### config.mk
export PLATFORM = sky130hd
export DESIGN_NAME = multicycle_control_fsm
export DESIGN_NICKNAME = d
export VERILOG_FILES = /design/src/rtl/rv_ctrl_pkg.sv /design/src/rtl/multicycle_control_fsm.sv
export SDC_FILE = /design/constraint.sdc
export NUM_CORES = 1
export LEC_CHECK = 0
export ABC_CLOCK_PERIOD_IN_PS = 3050
export BUFFER_PORTS_ARGS = -buffer_cell sky130_fd_sc_hd__buf_2
export CELL_PAD_IN_SITES_DETAIL_PLACEMENT = 1
export CELL_PAD_IN_SITES_GLOBAL_PLACEMENT = 2
export CORE_MARGIN = 2
export CORE_UTILIZATION = 34
export CTS_BUF_LIST = sky130_fd_sc_hd__clkbuf_4 sky130_fd_sc_hd__clkbuf_8
export CTS_CLUSTER_DIAMETER = 60
export CTS_CLUSTER_SIZE = 20
export DETAILED_ROUTE_END_ITERATION = 8
export PLACE_DENSITY = 0.79
export SYNTH_ARGS = -nofsm -noshare
export SYNTH_HDL_FRONTEND = slang
export SYNTH_SLANG_ARGS = --single-unit
export TNS_END_PERCENT = 20
### constraint.sdc
create_clock -name clk -period 3.05 [get_ports clk]
set_input_delay 0.61 -clock clk [delete_from_list [all_inputs] [get_ports clk]]
set_output_delay 0.61 -clock clk [all_outputs]
set_load 0.02 [all_outputs]
### src/rtl/rv_ctrl_pkg.sv
// Shared definitions for the multicycle RV32I control path: opcodes,
// ALUOp codes, operand/result mux encodings and the sequencer state type.
package rv_ctrl_pkg;

   // RV32I major opcodes (instr[6:0])
   localparam logic [6:0] OP_LOAD   = 7'b0000011;
   localparam logic [6:0] OP_STORE  = 7'b0100011;
   localparam logic [6:0] OP_RTYPE  = 7'b0110011;
   localparam logic [6:0] OP_ITYPE  = 7'b0010011;
   localparam logic [6:0] OP_BRANCH = 7'b1100011;
   localparam logic [6:0] OP_JAL    = 7'b1101111;
   localparam logic [6:0] OP_JALR   = 7'b1100111;
   localparam logic [6:0] OP_LUI    = 7'b0110111;
   localparam logic [6:0] OP_AUIPC  = 7'b0010111;

   // ALUOp handed to the ALU decoder
   localparam logic [1:0] ALUOP_ADD    = 2'b00;
   localparam logic [1:0] ALUOP_BRANCH = 2'b01;
   localparam logic [1:0] ALUOP_RTYPE  = 2'b10;
   localparam logic [1:0] ALUOP_ITYPE  = 2'b11;

   // ALU operand A select
   localparam logic [1:0] SRCA_PC     = 2'b00;
   localparam logic [1:0] SRCA_OLDPC  = 2'b01;
   localparam logic [1:0] SRCA_RS1    = 2'b10;
   localparam logic [1:0] SRCA_ZERO   = 2'b11;

   // ALU operand B select
   localparam logic [1:0] SRCB_RS2    = 2'b00;
   localparam logic [1:0] SRCB_IMM    = 2'b01;
   localparam logic [1:0] SRCB_FOUR   = 2'b10;

   // Result bus select
   localparam logic [1:0] RES_ALUOUT  = 2'b00;
   localparam logic [1:0] RES_MEMDATA = 2'b01;
   localparam logic [1:0] RES_ALU     = 2'b10;

   typedef enum logic [3:0] {
      S_START,
      S_FETCH,
      S_DECODE,
      S_MEMADR,
      S_MEMRD,
      S_MEMWB,
      S_MEMWR,
      S_EXECR,
      S_EXECI,
      S_UPPER,
      S_ALUWB,
      S_BRANCH,
      S_JAL,
      S_JALR,
      S_TRAP
   } state_t;

endpackage

### src/rtl/multicycle_control_fsm.sv
// Main sequencer of the multicycle RV32I core. Steps each instruction
// through fetch/decode/execute/memory/writeback and drives the datapath
// muxes, enables and the memory request handshake.
module multicycle_control_fsm
   import rv_ctrl_pkg::*;
#(
   parameter int CNT_W   = 32,
   parameter bit TRAP_EN = 1'b1
) (
   input  logic             clk,
   input  logic             rst_n,
   input  logic [6:0]       opcode,
   input  logic             branch_cond,
   input  logic             mem_ready,
   output logic             mem_req,
   output logic             mem_we,
   output logic             adr_src,
   output logic             ir_write,
   output logic             pc_write,
   output logic             reg_write,
   output logic [1:0]       alu_src_a,
   output logic [1:0]       alu_src_b,
   output logic [1:0]       alu_op,
   output logic [1:0]       result_src,
   output logic             illegal_instr,
   output logic [CNT_W-1:0] instret
);

   state_t           state_reg;
   state_t           state_next;
   logic [CNT_W-1:0] instret_reg;
   logic             illegal_reg;
   logic             retire;

   // An instruction retires whenever control returns to FETCH from a
   // working state; waiting in FETCH and leaving START do not count.
   assign retire = (state_next == S_FETCH) && (state_reg != S_FETCH) &&
                   (state_reg != S_START);

   assign instret       = instret_reg;
   assign illegal_instr = illegal_reg;

   // State register, retired counter and sticky illegal flag
   always_ff @(posedge clk or negedge rst_n) begin
      if (!rst_n) begin
         state_reg   <= S_START;
         instret_reg <= '0;
         illegal_reg <= 1'b0;
      end else begin
         state_reg <= state_next;
         if (retire)
            instret_reg <= instret_reg + CNT_W'(1);
         if (state_next == S_TRAP)
            illegal_reg <= 1'b1;
      end
   end

   // Next-state selection
   always_comb begin
      state_next = state_reg;
      case (state_reg)
         S_START:  state_next = S_FETCH;
         S_FETCH:  if (mem_ready) state_next = S_DECODE;
         S_DECODE: begin
            case (opcode)
               OP_LOAD, OP_STORE: state_next = S_MEMADR;
               OP_RTYPE:          state_next = S_EXECR;
               OP_ITYPE:          state_next = S_EXECI;
               OP_BRANCH:         state_next = S_BRANCH;
               OP_JAL:            state_next = S_JAL;
               OP_JALR:           state_next = S_JALR;
               OP_LUI, OP_AUIPC:  state_next = S_UPPER;
               default:           state_next = TRAP_EN ? S_TRAP : S_FETCH;
            endcase
         end
         S_MEMADR: state_next = (opcode == OP_LOAD) ? S_MEMRD : S_MEMWR;
         S_MEMRD:  if (mem_ready) state_next = S_MEMWB;
         S_MEMWB:  state_next = S_FETCH;
         S_MEMWR:  if (mem_ready) state_next = S_FETCH;
         S_EXECR:  state_next = S_ALUWB;
         S_EXECI:  state_next = S_ALUWB;
         S_UPPER:  state_next = S_ALUWB;
         S_ALUWB:  state_next = S_FETCH;
         S_BRANCH: state_next = S_FETCH;
         S_JAL:    state_next = S_ALUWB;
         S_JALR:   state_next = S_JAL;
         S_TRAP:   state_next = S_TRAP;
         default:  state_next = S_START;
      endcase
   end

   // Output decode of the current state; enables in wait states only fire
   // with mem_ready, and BRANCH passes branch_cond straight to pc_write
   always_comb begin
      mem_req    = 1'b0;
      mem_we     = 1'b0;
      adr_src    = 1'b0;
      ir_write   = 1'b0;
      pc_write   = 1'b0;
      reg_write  = 1'b0;
      alu_src_a  = SRCA_PC;
      alu_src_b  = SRCB_RS2;
      alu_op     = ALUOP_ADD;
      result_src = RES_ALUOUT;
      case (state_reg)
         S_FETCH: begin
            mem_req    = 1'b1;
            alu_src_b  = SRCB_FOUR;
            result_src = RES_ALU;
            ir_write   = mem_ready;
            pc_write   = mem_ready;
         end
         S_DECODE: begin
            alu_src_a = SRCA_OLDPC;
            alu_src_b = SRCB_IMM;
         end
         S_MEMADR, S_JALR: begin
            alu_src_a = SRCA_RS1;
            alu_src_b = SRCB_IMM;
         end
         S_MEMRD: begin
            mem_req = 1'b1;
            adr_src = 1'b1;
         end
         S_MEMWB: begin
            reg_write  = 1'b1;
            result_src = RES_MEMDATA;
         end
         S_MEMWR: begin
            mem_req = 1'b1;
            mem_we  = 1'b1;
            adr_src = 1'b1;
         end
         S_EXECR: begin
            alu_src_a = SRCA_RS1;
            alu_op    = ALUOP_RTYPE;
         end
         S_EXECI: begin
            alu_src_a = SRCA_RS1;
            alu_src_b = SRCB_IMM;
            alu_op    = ALUOP_ITYPE;
         end
         S_UPPER: begin
            // LUI adds the immediate to zero, AUIPC to the instruction's PC
            alu_src_a = (opcode == OP_LUI) ? SRCA_ZERO : SRCA_OLDPC;
            alu_src_b = SRCB_IMM;
         end
         S_ALUWB: begin
            reg_write = 1'b1;
         end
         S_BRANCH: begin
            alu_src_a = SRCA_RS1;
            alu_op    = ALUOP_BRANCH;
            pc_write  = branch_cond;
         end
         S_JAL: begin
            // PC takes the target held in ALUOut while the ALU forms oldPC+4
            pc_write  = 1'b1;
            alu_src_a = SRCA_OLDPC;
            alu_src_b = SRCB_FOUR;
         end
         default: ;
      endcase
   end

endmodule

After elaboration in Yosys (flattened, before gate mapping)
Cells that the tools add are included.
W data, S select, Z words.
{ "classes": {"n_addsub": 1, "n_mux": 17, "n_reduce_logical": 15, "eq_ne": 26} }
{ "ops": {"columns": ["cell", "count"], "rows": [
  ["$pmux W4 S9", 1],
  ["$add A32 B1 Y32 const B", 1],
  ["$eq A4 B4 Y1 const B", 8],
  ["$pmux W4 S7", 1],
  ["$eq A7 B6 Y1 const B", 3],
  ["$eq A7 B7 Y1 const B", 3],
  ["$eq A4 B3 Y1 const B", 4],
  ["$eq A7 B5 Y1 const B", 2],
  ["$mux W4", 3],
  ["$pmux W2 S3", 2],
  ["$reduce_or A2 Y1", 6],
  ["$reduce_or A5 Y1", 2],
  ["$eq A4 B1 Y1 const B", 2],
  ["$eq A4 B2 Y1 const B", 2],
  ["$pmux W2 S2", 2],
  ["$reduce_or A4 Y1", 2],
  ["$eq A7 B2 Y1 const B", 1],
  ["$mux W1", 5],
  ["$logic_not A4 Y1", 1],
  ["$mux W2", 2],
  ["$ne A4 B1 Y1 const B", 1],
  ["$reduce_bool A4 Y1", 1],
  ["$pmux W1 S3", 1],
  ["$reduce_or A3 Y1", 1],
  ["$logic_and A1 B1 Y1", 2]
]} }
{ "totals": {"word_cells": 62, "reg_bits": 37, "in_bits": 11, "out_inout_bits": 47} }

Logic depth before layout (Yosys ltp)
Gate-level depths: netlist (run 1).
{ "logic_depth": {"word_depth": 7, "mapped_depth": 8, "ltp_nobuf": 6} }

Worst setup path after synthesis (run 1)
Ideal clock, no wire load.
{ "synth_timing": {"kind": "input-to-reg", "startpoint": "in opcode[4]", "endpoint": "reg instret_reg[1] (netlist: instret[1])", "setup_ps": 125, "t_required_ps": 2925, "arrival_time_ps": 2377, "n_path_buf": 0, "path_stages": 6, "slack_ps": 548, "cell_sequence": "nand3b_1 > a2111oi_0 > o32ai_1 > a211o_1 > nor3b_1 > mux2_2"} }
{ "synth_between": {"elab_chain_len": 7, "word_cells_on_any_way": 17, "classes_between": "eq/ne (10); mux (3); reduce/logical (4)"} }
{ "synth_lines": {"columns": ["element", "line_no", "source"], "rows": [
  ["start: declaration", "multicycle_control_fsm.sv:12", "input logic [6:0] opcode,"],
  ["$eq A7 B6 Y1 (tied with other cells)", "multicycle_control_fsm.sv:65", "case (opcode)"],
  ["$reduce_or A2 Y1", "multicycle_control_fsm.sv:65", null],
  ["$pmux W4 S7", "multicycle_control_fsm.sv:65", null],
  ["$pmux W4 S9 (*)", "multicycle_control_fsm.sv:61", "case (state_reg)"],
  ["$eq A4 B1 Y1 (*)", "multicycle_control_fsm.sv:37", "assign retire = (state_next == S_FETCH) && (state_reg != S_FETCH) &&"],
  ["$logic_and A1 B1 Y1 (*) (2 in a row)", "multicycle_control_fsm.sv:37", null],
  ["end signal: assignment", "multicycle_control_fsm.sv:52", "instret_reg <= instret_reg + CNT_W'(1);"],
  ["end: declaration", "multicycle_control_fsm.sv:31", "logic [CNT_W-1:0] instret_reg;"]
]} }
Every way passes the cells marked *; elsewhere a longest branch is shown, timed or not.
A chain may end at the register's enable or synchronous reset.

Worst setup path in the final report (run 1)
{ "layout_timing": {"startpoint": "reg state_reg[3]", "endpoint": "reg instret_reg[21] (netlist: instret[21])"} }
{ "layout_between": {"elab_chain_len": 6, "word_cells_on_any_way": 26, "classes_between": "eq/ne (16); mux (4); reduce/logical (6)"} }
{ "layout_lines": {"columns": ["element", "line_no", "source"], "rows": [
  ["start: declaration", "multicycle_control_fsm.sv:29", "state_t state_reg;"],
  ["start signal: assignment", "multicycle_control_fsm.sv:50", "state_reg <= state_next;"],
  ["$eq A4 B4 Y1 (tied with other cells)", "multicycle_control_fsm.sv:61", null],
  ["$reduce_or A4 Y1 (no source line)", null, null],
  ["$pmux W4 S9", "multicycle_control_fsm.sv:61", null],
  ["$eq A4 B1 Y1", "multicycle_control_fsm.sv:37", null],
  ["$logic_and A1 B1 Y1", "multicycle_control_fsm.sv:37", null],
  ["$logic_and A1 B1 Y1 (*)", "multicycle_control_fsm.sv:37", null]
]} }
Marked as above.

==> impl_metrics.csv, run 1 <==
group,metric,value,unit
detailed_routing,drt_pass1_iterations,4,
grt,grt_remaining_overflow,0,
layout,area.growth.synth_to_final,20.2,%
critical_path,worstPathMaxFanout,30,
sta,max_freq,0.372,GHz
clocking,number_of_buffers_created_by_cts,5,
grt,grt_pass1_wl,10800,um
power_and_ir_drop,cell_internal_pwr,0.00133,W
power_and_ir_drop,share_of_total_power_consumed_by_net_switching,0.476,
sta,maxSlewHeadroom,0.426,
critical_path,worst-setup-path-type,"register to register",
yosys,synth.top_cells.by_count,"sky130_fd_sc_hd__dfrtp_1 (37), sky130_fd_sc_hd__xor2_1 (32), sky130_fd_sc_hd__nand2_1 (27)",
power_and_ir_drop,cell_leakage_power,1.49,nW
sta,layout_worst_path_cycle_share,0.882,
sta,rsz0062_at_grt,"no",
sta,holdWs,0.431,ns
yosys,yosysSeqAreaShare,0.374,
yosys,top_cell_type_by_total_area_after_synthesis,"sky130_fd_sc_hd__dfrtp_1",
sta,setup_tns,0,ns
critical_path,peak_per_stage_delay_on_the_critical_path,0.54,ns
yosys,synth.cell_area,2470,um2
critical_path,cp_slowest_cell,"sky130_fd_sc_hd__dfrtp_1",
power_and_ir_drop,switchingPower,0.00121,W
yosys,synth_cells,261,
critical_path,regToRegEndpoint,"instret[21]",
sta,clock_skew,0.00628,ns
clocking,ctsHoldBuffers,0,
sta,timing.final.setup_violations,0,
yosys,synth_most_common_cell,"sky130_fd_sc_hd__dfrtp_1",
critical_path,cp_cell_sequence,"nor4b_4 -> nand2_1 -> o32a_1 -> a211o_1 -> buf_4 -> nor4_2 -> xor2_1",
yosys,synthFlopType,"sky130_fd_sc_hd__dfrtp_1",
grt,grt_pass1_vias,2168,
layout,final_instance_area,2970,um2
grt,grt_max_degree,38,
floorplanning,floorplan.rows,31,
grt,gr_usage_total,0.170,
floorplanning,die-area,7970,um2
layout,largest_register_ff_count,32,
yosys,synth-edff-count,0,
placed_design,placement.cell_area,2840,um2
critical_path,launch_point_of_the_critical_path,"state_reg[3]",
grt,initial_antenna_violation_count,0,
hold_path,timing.hold.worst.class,"input pin to async pin",
yosys,post_synth.cell_area_avg,9.48,um2
critical_path,cp_top_family,"simple AND/OR/NAND/NOR gates",
critical_path,critPathLaunchType,"register",
clocking,ctsResizeCount,0,
placed_design,place.port_buffers,57,
yosys,syn_nets,273,
yosys,yosys_warnings,0,
critical_path,worstSetupEndpoint,"instret[21]",
yosys,async_flop_share,1.00,
layout,layout-drive-gt1-share,0.314,
placed_design,routabilityCongestion,0.852,
clocking,cts-htree-levels,2,
detailed_routing,vias_per_cell,5.19,
power_and_ir_drop,irDropWorstVdd,0.000539,V
yosys,synth_top_cell_area_share,0.374,
critical_path,worst_r2r_startpoint,"state_reg[3]",
clocking,tritoncts,"yes",
clocking,cts_setup_buffers,0,
floorplanning,floorplan.die.width,89.3,um
detailed_routing,wl_per_cell,15.9,um
layout,num-nets-final,326,
power_and_ir_drop,power_frac_clock,0.199,
critical_path,critical_path_cell_count,7,
critical_path,regToRegSetupSlack,0.36,ns
sta,finalCriticalPeriod,2.69,ns
clocking,worst_skew_pair.late_latency,0.29,ns
power_and_ir_drop,power.density_cell_area,857,nW/um2
outcome,run_status,"finished, final reports clean",
yosys,postSynthRegisterBits,37,
yosys,synth_cell_type_count,51,
placed_design,place_hpwl,4740,um
clocking,clk_transition_reported_paths,0.08,ns
critical_path,worst-r2r-cell-count,7,
critical_path,worst-path-buf-inv,1,
sta,report.final.slew_viol_count,0,
layout,filler_cell_count,879,
clocking,cts_root_buf,"sky130_fd_sc_hd__clkbuf_8",
detailed_routing,drt_drc_violations_left,0,
clocking,cts_sinks,37,
detailed_routing,antenna_violating_nets_post_route,0,
sta,actual_slew_at_the_worst_max_slew_pin,0.861,ns
layout,antenna_cells_inserted,0,
run,maxCapViolCount,0,
floorplanning,pin_count,58,
detailed_routing,detail_route.wirelength,6600,um
floorplanning,initial_core_util,0.347,
critical_path,required,3.25,ns
yosys,synthTopCellsByArea,"sky130_fd_sc_hd__dfrtp_1 (37%), sky130_fd_sc_hd__xor2_1 (11%), sky130_fd_sc_hd__nor4_2 (8.6%), sky130_fd_sc_hd__nand2_1 (4.1%), sky130_fd_sc_hd__nand3_1 (2.8%)",
sta,report.final.hold_viol_count,0,
power_and_ir_drop,share_comb_of_total_power,0.543,
detailed_routing,detailedRoute.firstIterationViolations,107,
floorplanning,coreArea,7140,um2
detailed_routing,vias,2148,
clocking,ctsLongestPathBuffers,2,
floorplanning,fp.dieH,89.3,um
power_and_ir_drop,seq_power_share,0.258,
critical_path,cp-end-kind,"register",
critical_path,critPathArrivalTime,2.89,ns
[per-layer routing]
metal	vias to the layer above	routed length [um]	part of all wire	GRT usage
li1	1054	-	-	-
met5	-	0	0	0
met1	1055	3140	0.48	0.238
met3	7	185	0.028	0.0259
met2	32	3200	0.49	0.282
met4	0	67	0.010	0.0299
[through the flow]
stage / util / std cells / setup slack [ns] / power [W]
after detailed placement: 0.398 / 406 / 0.0740 / 0.00205
after CTS: 0.417 / 414 / 0.313 / 0.00257
after global placement: 0.398 / 406 / 0.255 / 0.00203
final: 0.417 / 414 / 0.359 / 0.00255
after floorplan: - / 261 / 0.548 / 0.00171
after global routing: 0.417 / 414 / 0.176 / 0.00271
[layout by cell type, fill, tap and decap left out, drive strengths merged, types with 5 or more instances in the layout]
cell type	netlist	routed
nand4	6	6
nand2	27	27
dfrtp	37	37
nand3	14	14
and3	9	9
buf	8	63
nor4	18	18
xor2	32	32
nand2b	8	8
clkbuf	9	5
o22ai	5	5
nor2	11	11
nor2b	5	5
nor3	14	14
inv	5	5
[kinds of logic after synthesis]
logic type,synth area share
and+or+nand+nor,0.360
DFF,0.374
AOI/OAI and AO/OA,0.0951
xor gates and xnor gates,0.113
buffers and inverters,0.0435
muxes,0.00910
adders and majority gates,0.00506
[cell type report]
cell class	instances	area, um2	area share
multi-input combinational	202	1440	0.484
sequential	37	926	0.311
timing repair buffer	63	330	0.111
tap	99	124	0.0417
clock buffer	5	68.8	0.0231
clock inverter	3	65.1	0.0219
inverter	5	18.8	0.00631
[worst min path at each step]
stage	end	startpoint
5_1_grt	instret[31]	instret[31]
3_3_place_gp	instret[31]	instret[31]
2_1_floorplan	illegal_instr	rst_n
6_report	instret[26]	rst_n
4_1_cts	instret[31]	rst_n
3_5_place_dp	instret[31]	instret[31]
[power groups by stage]
stage                     Clock, W  Sequential (W)  Combinational, W
after floorplan                  0        0.000670           0.00104
after global placement           0        0.000661           0.00137
after detailed placement         0        0.000666           0.00138
after CTS                 0.000517        0.000659           0.00139
after global routing      0.000542        0.000672           0.00150
final                     0.000507        0.000657           0.00138
(Power assumes the default switching activity.)
==> run 2: changes to the inputs <==
--- a/config.mk
+++ b/config.mk
@@ -5,17 +5,18 @@
 export SDC_FILE = /design/constraint.sdc
 export NUM_CORES = 1
 export LEC_CHECK = 0
-export ABC_CLOCK_PERIOD_IN_PS = 3050
+export ABC_CLOCK_PERIOD_IN_PS = 2200
 export BUFFER_PORTS_ARGS = -buffer_cell sky130_fd_sc_hd__buf_2
 export CELL_PAD_IN_SITES_DETAIL_PLACEMENT = 1
 export CELL_PAD_IN_SITES_GLOBAL_PLACEMENT = 2
 export CORE_MARGIN = 2
-export CORE_UTILIZATION = 34
+export CORE_UTILIZATION = 30
 export CTS_BUF_LIST = sky130_fd_sc_hd__clkbuf_4 sky130_fd_sc_hd__clkbuf_8
 export CTS_CLUSTER_DIAMETER = 60
 export CTS_CLUSTER_SIZE = 20
 export DETAILED_ROUTE_END_ITERATION = 8
-export PLACE_DENSITY = 0.79
+export PLACE_DENSITY = 0.73
+export RECOVER_POWER = 25
 export SYNTH_ARGS = -nofsm -noshare
 export SYNTH_HDL_FRONTEND = slang
 export SYNTH_SLANG_ARGS = --single-unit
==> constraint.sdc (replaced) <==
create_clock -name clk -period 2.2 [get_ports clk]
set_input_delay 0.44 -clock clk [delete_from_list [all_inputs] [get_ports clk]]
set_output_delay 0.44 -clock clk [all_outputs]
set_load 0.02 [all_outputs]
==> impl_metrics.csv, run 2 (synthesis results as in run 1) <==
group,metric,value,unit
critical_path,peak_per_stage_delay_on_the_critical_path,0.44,ns
layout,layout-drive-gt1-share,0.451,
layout,most-common-layout-cells,"sky130_fd_sc_hd__buf_2 (54), sky130_fd_sc_hd__buf_4 (45), sky130_fd_sc_hd__dfrtp_1 (34)",
critical_path,worstPathMaxFanout,13,
detailed_routing,drt_pass1_iterations,4,
sta,report.final.hold_viol_count,0,
critical_path,worst-r2r-cell-count,7,
floorplanning,initial_core_util,0.306,
critical_path,launch_point_of_the_critical_path,"state_reg[3]",
placed_design,placement.cell_area,3150,um2
floorplanning,coreArea,8090,um2
hold_path,timing.hold.worst.class,"input pin to async pin",
critical_path,regToRegSetupSlack,-0.14,ns
layout,filler_cell_count,976,
clocking,clk_transition_reported_paths,0.09,ns
detailed_routing,drt_drc_violations_left,0,
sta,setup_tns,-2.51,ns
critical_path,cp_slowest_cell,"sky130_fd_sc_hd__dfrtp_1",
critical_path,critPathArrivalTime,2.57,ns
sta,clock_skew,0.0119,ns
power_and_ir_drop,cell_leakage_power,1.81,nW
sta,report.final.slew_viol_count,0,
placed_design,place_hpwl,5470,um
critical_path,cp_cell_sequence,"nor4b_4 -> nand2_1 -> o32a_1 -> a211o_4 -> buf_6 -> and4bb_2 -> xor2_1",
critical_path,worstSetupEndpoint,"instret[13]",
grt,grt_pass1_vias,2459,
sta,maxSlewHeadroom,0.364,
critical_path,critPathLaunchType,"register",
critical_path,required,2.43,ns
clocking,cts-htree-levels,2,
detailed_routing,antenna_violating_nets_post_route,0,
grt,grt_pass1_wl,12500,um
critical_path,worst-setup-path-type,"register to register",
grt,grt_max_degree,38,
sta,actual_slew_at_the_worst_max_slew_pin,0.954,ns
layout,largest_register_ff_count,32,
grt,initial_antenna_violation_count,0,
clocking,cts_sinks,37,
clocking,number_of_buffers_created_by_cts,5,
floorplanning,floorplan.die.width,94.8,um
placed_design,place.port_buffers,57,
critical_path,worst_r2r_startpoint,"state_reg[3]",
floorplanning,die-area,8990,um2
layout,antenna_cells_inserted,0,
clocking,worst_skew_pair.late_latency,0.30,ns
sta,layout_worst_path_cycle_share,1.06,
clocking,ctsLongestPathBuffers,2,
sta,postLayoutSetupSlackWorst,-0.138,ns
floorplanning,pin_count,58,
outcome,run_status,"complete, but fails checks",
layout,num-nets-final,368,
detailed_routing,vias,2353,
layout,area.growth.synth_to_final,43.5,%
outcome,failing_checks,"negative setup slack",
floorplanning,floorplan.rows,33,
power_and_ir_drop,irDropWorstVdd,0.000601,V
sta,timing.final.setup_violations,31,
run,maxCapViolCount,0,
sta,max_freq,0.428,GHz
power_and_ir_drop,power.density_cell_area,1250,nW/um2
detailed_routing,detailedRoute.firstIterationViolations,78,
placed_design,routabilityCongestion,0.770,
clocking,cts_root_buf,"sky130_fd_sc_hd__clkbuf_8",
detailed_routing,wl_per_cell,16.1,um
layout,layout_commonest_cell,"sky130_fd_sc_hd__buf_2",
critical_path,regToRegEndpoint,"instret[13]",
grt,grt_remaining_overflow,0,
sta,finalCriticalPeriod,2.34,ns
floorplanning,fp.dieH,94.8,um
clocking,tritoncts,"yes",
sta,rsz0062_at_grt,"yes",
power_and_ir_drop,finalPower,0.00442,W
detailed_routing,detail_route.wirelength,7450,um
detailed_routing,vias_per_cell,5.09,
critical_path,cp-end-kind,"register",
layout,final_instance_area,3550,um2
grt,gr_usage_total,0.175,
-- run 2: changes by cell type in the layout (fill, tap and decap cells not counted), moves of 3 or more --
| cell | before | now |
|---|---|---|
| sky130_fd_sc_hd__dfrtp_2 | 0 | 3 |
| sky130_fd_sc_hd__buf_4 | 6 | 45 |
| sky130_fd_sc_hd__dfrtp_1 | 37 | 34 |
| sky130_fd_sc_hd__buf_2 | 57 | 54 |
| sky130_fd_sc_hd__nor3_1 | 14 | 8 |
| sky130_fd_sc_hd__nor4_4 | 1 | 13 |
| sky130_fd_sc_hd__nor4_2 | 17 | 5 |
| sky130_fd_sc_hd__nor3_2 | 0 | 6 |
-- run 2: what timing repair did --
item	CTS	global route
buffers inserted	3	1
hold buffers	0	0
endpoints found under the setup margin	34	38
resized for setup	23	19
pin swaps	9	4
endpoints found under the hold margin	0	0
cloned	0	0
-- run 2: layer usage --
layer,track usage,wire (um),vias up,share of wire
met4,0.0386,68,0,0.0091
met3,0.0367,254,7,0.034
met1,0.235,3510,1164,0.47
met2,0.291,3620,43,0.49
li1,-,-,1139,-
met5,0,0,-,0
-- run 2: worst min path at each step --
stage / start / to / slack (ns) / cells past startpoint
after global routing: rst_n / instret[27] / 0.35 / 1
after global placement: instret[31] / instret[31] / 0.45 / 1
final: rst_n / instret[27] / 0.27 / 1
after detailed placement: illegal_instr / illegal_instr / 0.46 / 1
after floorplan: rst_n / illegal_instr / 0.14 / 0
after CTS: rst_n / instret[26] / 0.28 / 1
-- run 2: where the power goes --
group          switching, W  internal, W
sequential         0.000121     0.000780
combinational       0.00166      0.00113
clock              0.000275     0.000457
total               0.00205      0.00237
-- run 2: stage by stage --
step	hold WS (ns)	cells	worst slack [ns]	utilization
after CTS	0.275	461	-0.119	0.426
after global routing	0.350	462	-0.253	0.439
after detailed placement	0.461	450	-0.452	0.390
after global placement	0.452	450	-0.323	0.390
after floorplan	0.144	261	-0.0865	-
final	0.270	462	-0.138	0.439
-- run 2: cell type report --
type / instances / area [um2] / share of cell area
clock inverters: 3 / 68.8 / 0.0194
clock buffers: 5 / 68.8 / 0.0194
well taps: 105 / 131 / 0.0370
inverters: 5 / 18.8 / 0.00529
repair buffers: 105 / 691 / 0.195
multi-input cells: 202 / 1640 / 0.462
flip-flops and latches: 37 / 930 / 0.262
-- run 2: critical path, delay by kind of cell (launching register included) --
| family | cells | cell delay [ns] |
|---|---|---|
| buf+inv | 1 | 0.18 |
| compound gates | 2 | 0.75 |
| simple gates | 3 | 0.74 |
| xor+xnor | 1 | 0.16 |
| flops | 1 | 0.44 |
==> run 3: changes to the inputs <==
--- a/config.mk
+++ b/config.mk
@@ -5,17 +5,17 @@
 export SDC_FILE = /design/constraint.sdc
 export NUM_CORES = 1
 export LEC_CHECK = 0
-export ABC_CLOCK_PERIOD_IN_PS = 2200
+export ABC_CLOCK_PERIOD_IN_PS = 2300
 export BUFFER_PORTS_ARGS = -buffer_cell sky130_fd_sc_hd__buf_2
 export CELL_PAD_IN_SITES_DETAIL_PLACEMENT = 1
 export CELL_PAD_IN_SITES_GLOBAL_PLACEMENT = 2
 export CORE_MARGIN = 2
-export CORE_UTILIZATION = 30
+export CORE_UTILIZATION = 34
 export CTS_BUF_LIST = sky130_fd_sc_hd__clkbuf_4 sky130_fd_sc_hd__clkbuf_8
 export CTS_CLUSTER_DIAMETER = 60
-export CTS_CLUSTER_SIZE = 20
+export CTS_CLUSTER_SIZE = 12
 export DETAILED_ROUTE_END_ITERATION = 8
-export PLACE_DENSITY = 0.73
+export PLACE_DENSITY = 0.79
 export RECOVER_POWER = 25
 export SYNTH_ARGS = -nofsm -noshare
 export SYNTH_HDL_FRONTEND = slang
==> constraint.sdc (replaced) <==
create_clock -name clk -period 2.3 [get_ports clk]
set_input_delay 0.46 -clock clk [delete_from_list [all_inputs] [get_ports clk]]
set_output_delay 0.46 -clock clk [all_outputs]
set_load 0.02 [all_outputs]
==> impl_metrics.csv, run 3 (synthesis results as in run 1) <==
group,metric,value,unit
grt,grt_remaining_overflow,0,
placed_design,place_hpwl,5230,um
clocking,ctsHoldBuffers,0,
grt,gr_usage_total,0.186,
layout,filler_cell_count,856,
run,maxCapViolCount,0,
placed_design,routabilityCongestion,0.788,
layout,antenna_cells_inserted,0,
sta,report.final.slew_viol_count,0,
detailed_routing,detailedRoute.firstIterationViolations,68,
floorplanning,die-area,7970,um2
sta,timing.final.setup_violations,3,
power_and_ir_drop,cell_leakage_power,1.72,nW
detailed_routing,vias_per_cell,5.21,
detailed_routing,wl_per_cell,15.9,um
layout,area.growth.synth_to_final,36.6,%
sta,actual_slew_at_the_worst_max_slew_pin,0.964,ns
clocking,ctsLongestPathBuffers,2,
critical_path,critPathArrivalTime,2.52,ns
critical_path,cp-end-kind,"register",
critical_path,worst-setup-path-type,"register to register",
floorplanning,coreArea,7140,um2
clocking,clk_transition_reported_paths,0.08,ns
detailed_routing,drt_pass1_iterations,4,
sta,finalCriticalPeriod,2.30,ns
floorplanning,fp.dieH,89.3,um
sta,rsz0062_at_grt,"yes",
placed_design,place.port_buffers,57,
sta,maxSlewHeadroom,0.357,
detailed_routing,detail_route.wirelength,7170,um
critical_path,worstPathMaxFanout,15,
sta,clock_skew,0.00682,ns
clocking,tritoncts,"yes",
clocking,cts_sinks,37,
layout,layout_commonest_cell,"sky130_fd_sc_hd__buf_2",
sta,setup_tns,-0.0118,ns
grt,grt_pass1_vias,2301,
clocking,worst_skew_pair.late_latency,0.29,ns
layout,largest_register_ff_count,32,
floorplanning,floorplan.die.width,89.3,um
sta,report.final.hold_viol_count,0,
grt,grt_pass1_wl,11600,um
grt,grt_max_degree,38,
detailed_routing,drt_drc_violations_left,0,
layout,most-common-layout-cells,"sky130_fd_sc_hd__buf_2 (56), sky130_fd_sc_hd__buf_4 (40), sky130_fd_sc_hd__dfrtp_1 (34)",
floorplanning,pin_count,58,
power_and_ir_drop,power.density_cell_area,1140,nW/um2
floorplanning,initial_core_util,0.347,
outcome,failing_checks,"negative setup slack",
layout,num-nets-final,363,
critical_path,required,2.52,ns
power_and_ir_drop,irDropWorstVdd,0.000629,V
clocking,cts-htree-levels,2,
clocking,cts_root_buf,"sky130_fd_sc_hd__clkbuf_8",
detailed_routing,antenna_violating_nets_post_route,0,
sta,max_freq,0.434,GHz
placed_design,dpl_worst_slack,-0.333,ns
hold_path,timing.hold.worst.class,"input pin to async pin",
floorplanning,floorplan.rows,31,
critical_path,critPathLaunchType,"register",
outcome,run_status,"complete, but fails checks",
clocking,number_of_buffers_created_by_cts,5,
sta,postLayoutSetupSlackWorst,-0.00492,ns
grt,initial_antenna_violation_count,0,
sta,layout_worst_path_cycle_share,1.00,
detailed_routing,vias,2343,
layout,layout-drive-gt1-share,0.430,
[run 3: changes by cell type in the layout (fill, tap and decap cells not counted), sizes merged]
cell    previous run  this run
bufinv             2         1
clkinv             0         1
inv                6         5
buf              104        99
[run 3: worst paths after layout]
check | cells past startpoint | to | slack [ns] | start
setup / recovery | 7 | instret[29] | -0.005 | state_reg[0]
hold / removal | 1 | instret[27] | 0.30 | rst_n
setup reg to reg | 7 | instret[29] | -0.005 | state_reg[0]
hold reg to reg | 1 | instret[31] | 0.47 | instret[31]
max in group asynchronous | 1 | state_reg[2] | 1.32 | rst_n
min in group clk | 1 | instret[31] | 0.47 | instret[31]
[run 3: timing repair]
action,4_1_cts,5_1_grt
cloned,0,0
gates resized for setup,7,18
setup endpoints to repair,16,33
pin swaps,1,10
endpoints found under the hold margin,0,0
buffers inserted,0,1
[run 3: critical path, cell delays in order, from the launching register on]
cell                      delay, ns
sky130_fd_sc_hd__dfrtp_1       0.43
sky130_fd_sc_hd__nor4b_4       0.31
sky130_fd_sc_hd__nand2_1       0.08
sky130_fd_sc_hd__o32a_1        0.37
sky130_fd_sc_hd__a211o_4       0.36
sky130_fd_sc_hd__buf_8         0.18
sky130_fd_sc_hd__nor4_2        0.32
sky130_fd_sc_hd__xor2_1        0.18
[run 3: per-stage QoR]
stage | instance area (um2) | instances | util | power, W | hold WS (ns)
6_report | 3380 | 450 | 0.474 | 0.00385 | 0.301
5_1_grt | 3380 | 450 | 0.474 | 0.00413 | 0.371
4_1_cts | 3260 | 449 | 0.457 | 0.00370 | 0.301
3_5_place_dp | 3130 | 442 | 0.438 | 0.00307 | 0.458
3_3_place_gp | 3130 | 442 | 0.438 | 0.00305 | 0.452
2_1_floorplan | 2480 | 261 | - | 0.00228 | 0.164
[run 3: cell type report]
cell class / instances / area, um2 / area share
Clock buffer: 5 / 68.8 / 0.0204
Clock inverter: 2 / 35.0 / 0.0104
Inverter: 5 / 18.8 / 0.00555
Multi-Input combinational cell: 202 / 1570 / 0.465
Sequential cell: 37 / 930 / 0.275
Tap cell: 99 / 124 / 0.0367
Timing Repair Buffer: 100 / 632 / 0.187
[run 3: where the power goes]
| group | total, W | internal [W] | switching (W) |
|---|---|---|---|
| logic | 0.00242 | 0.000989 | 0.00144 |
| clock network | 0.000555 | 0.000315 | 0.000240 |
| registers | 0.000866 | 0.000747 | 0.000119 |
[run 3: routing by layer]
layer	GRT usage	up-vias	part of all wire
met4	0.0556	0	0.015
met3	0.0314	11	0.030
li1	-	1126	-
met1	0.267	1163	0.48
met5	0	-	0
met2	0.288	43	0.47
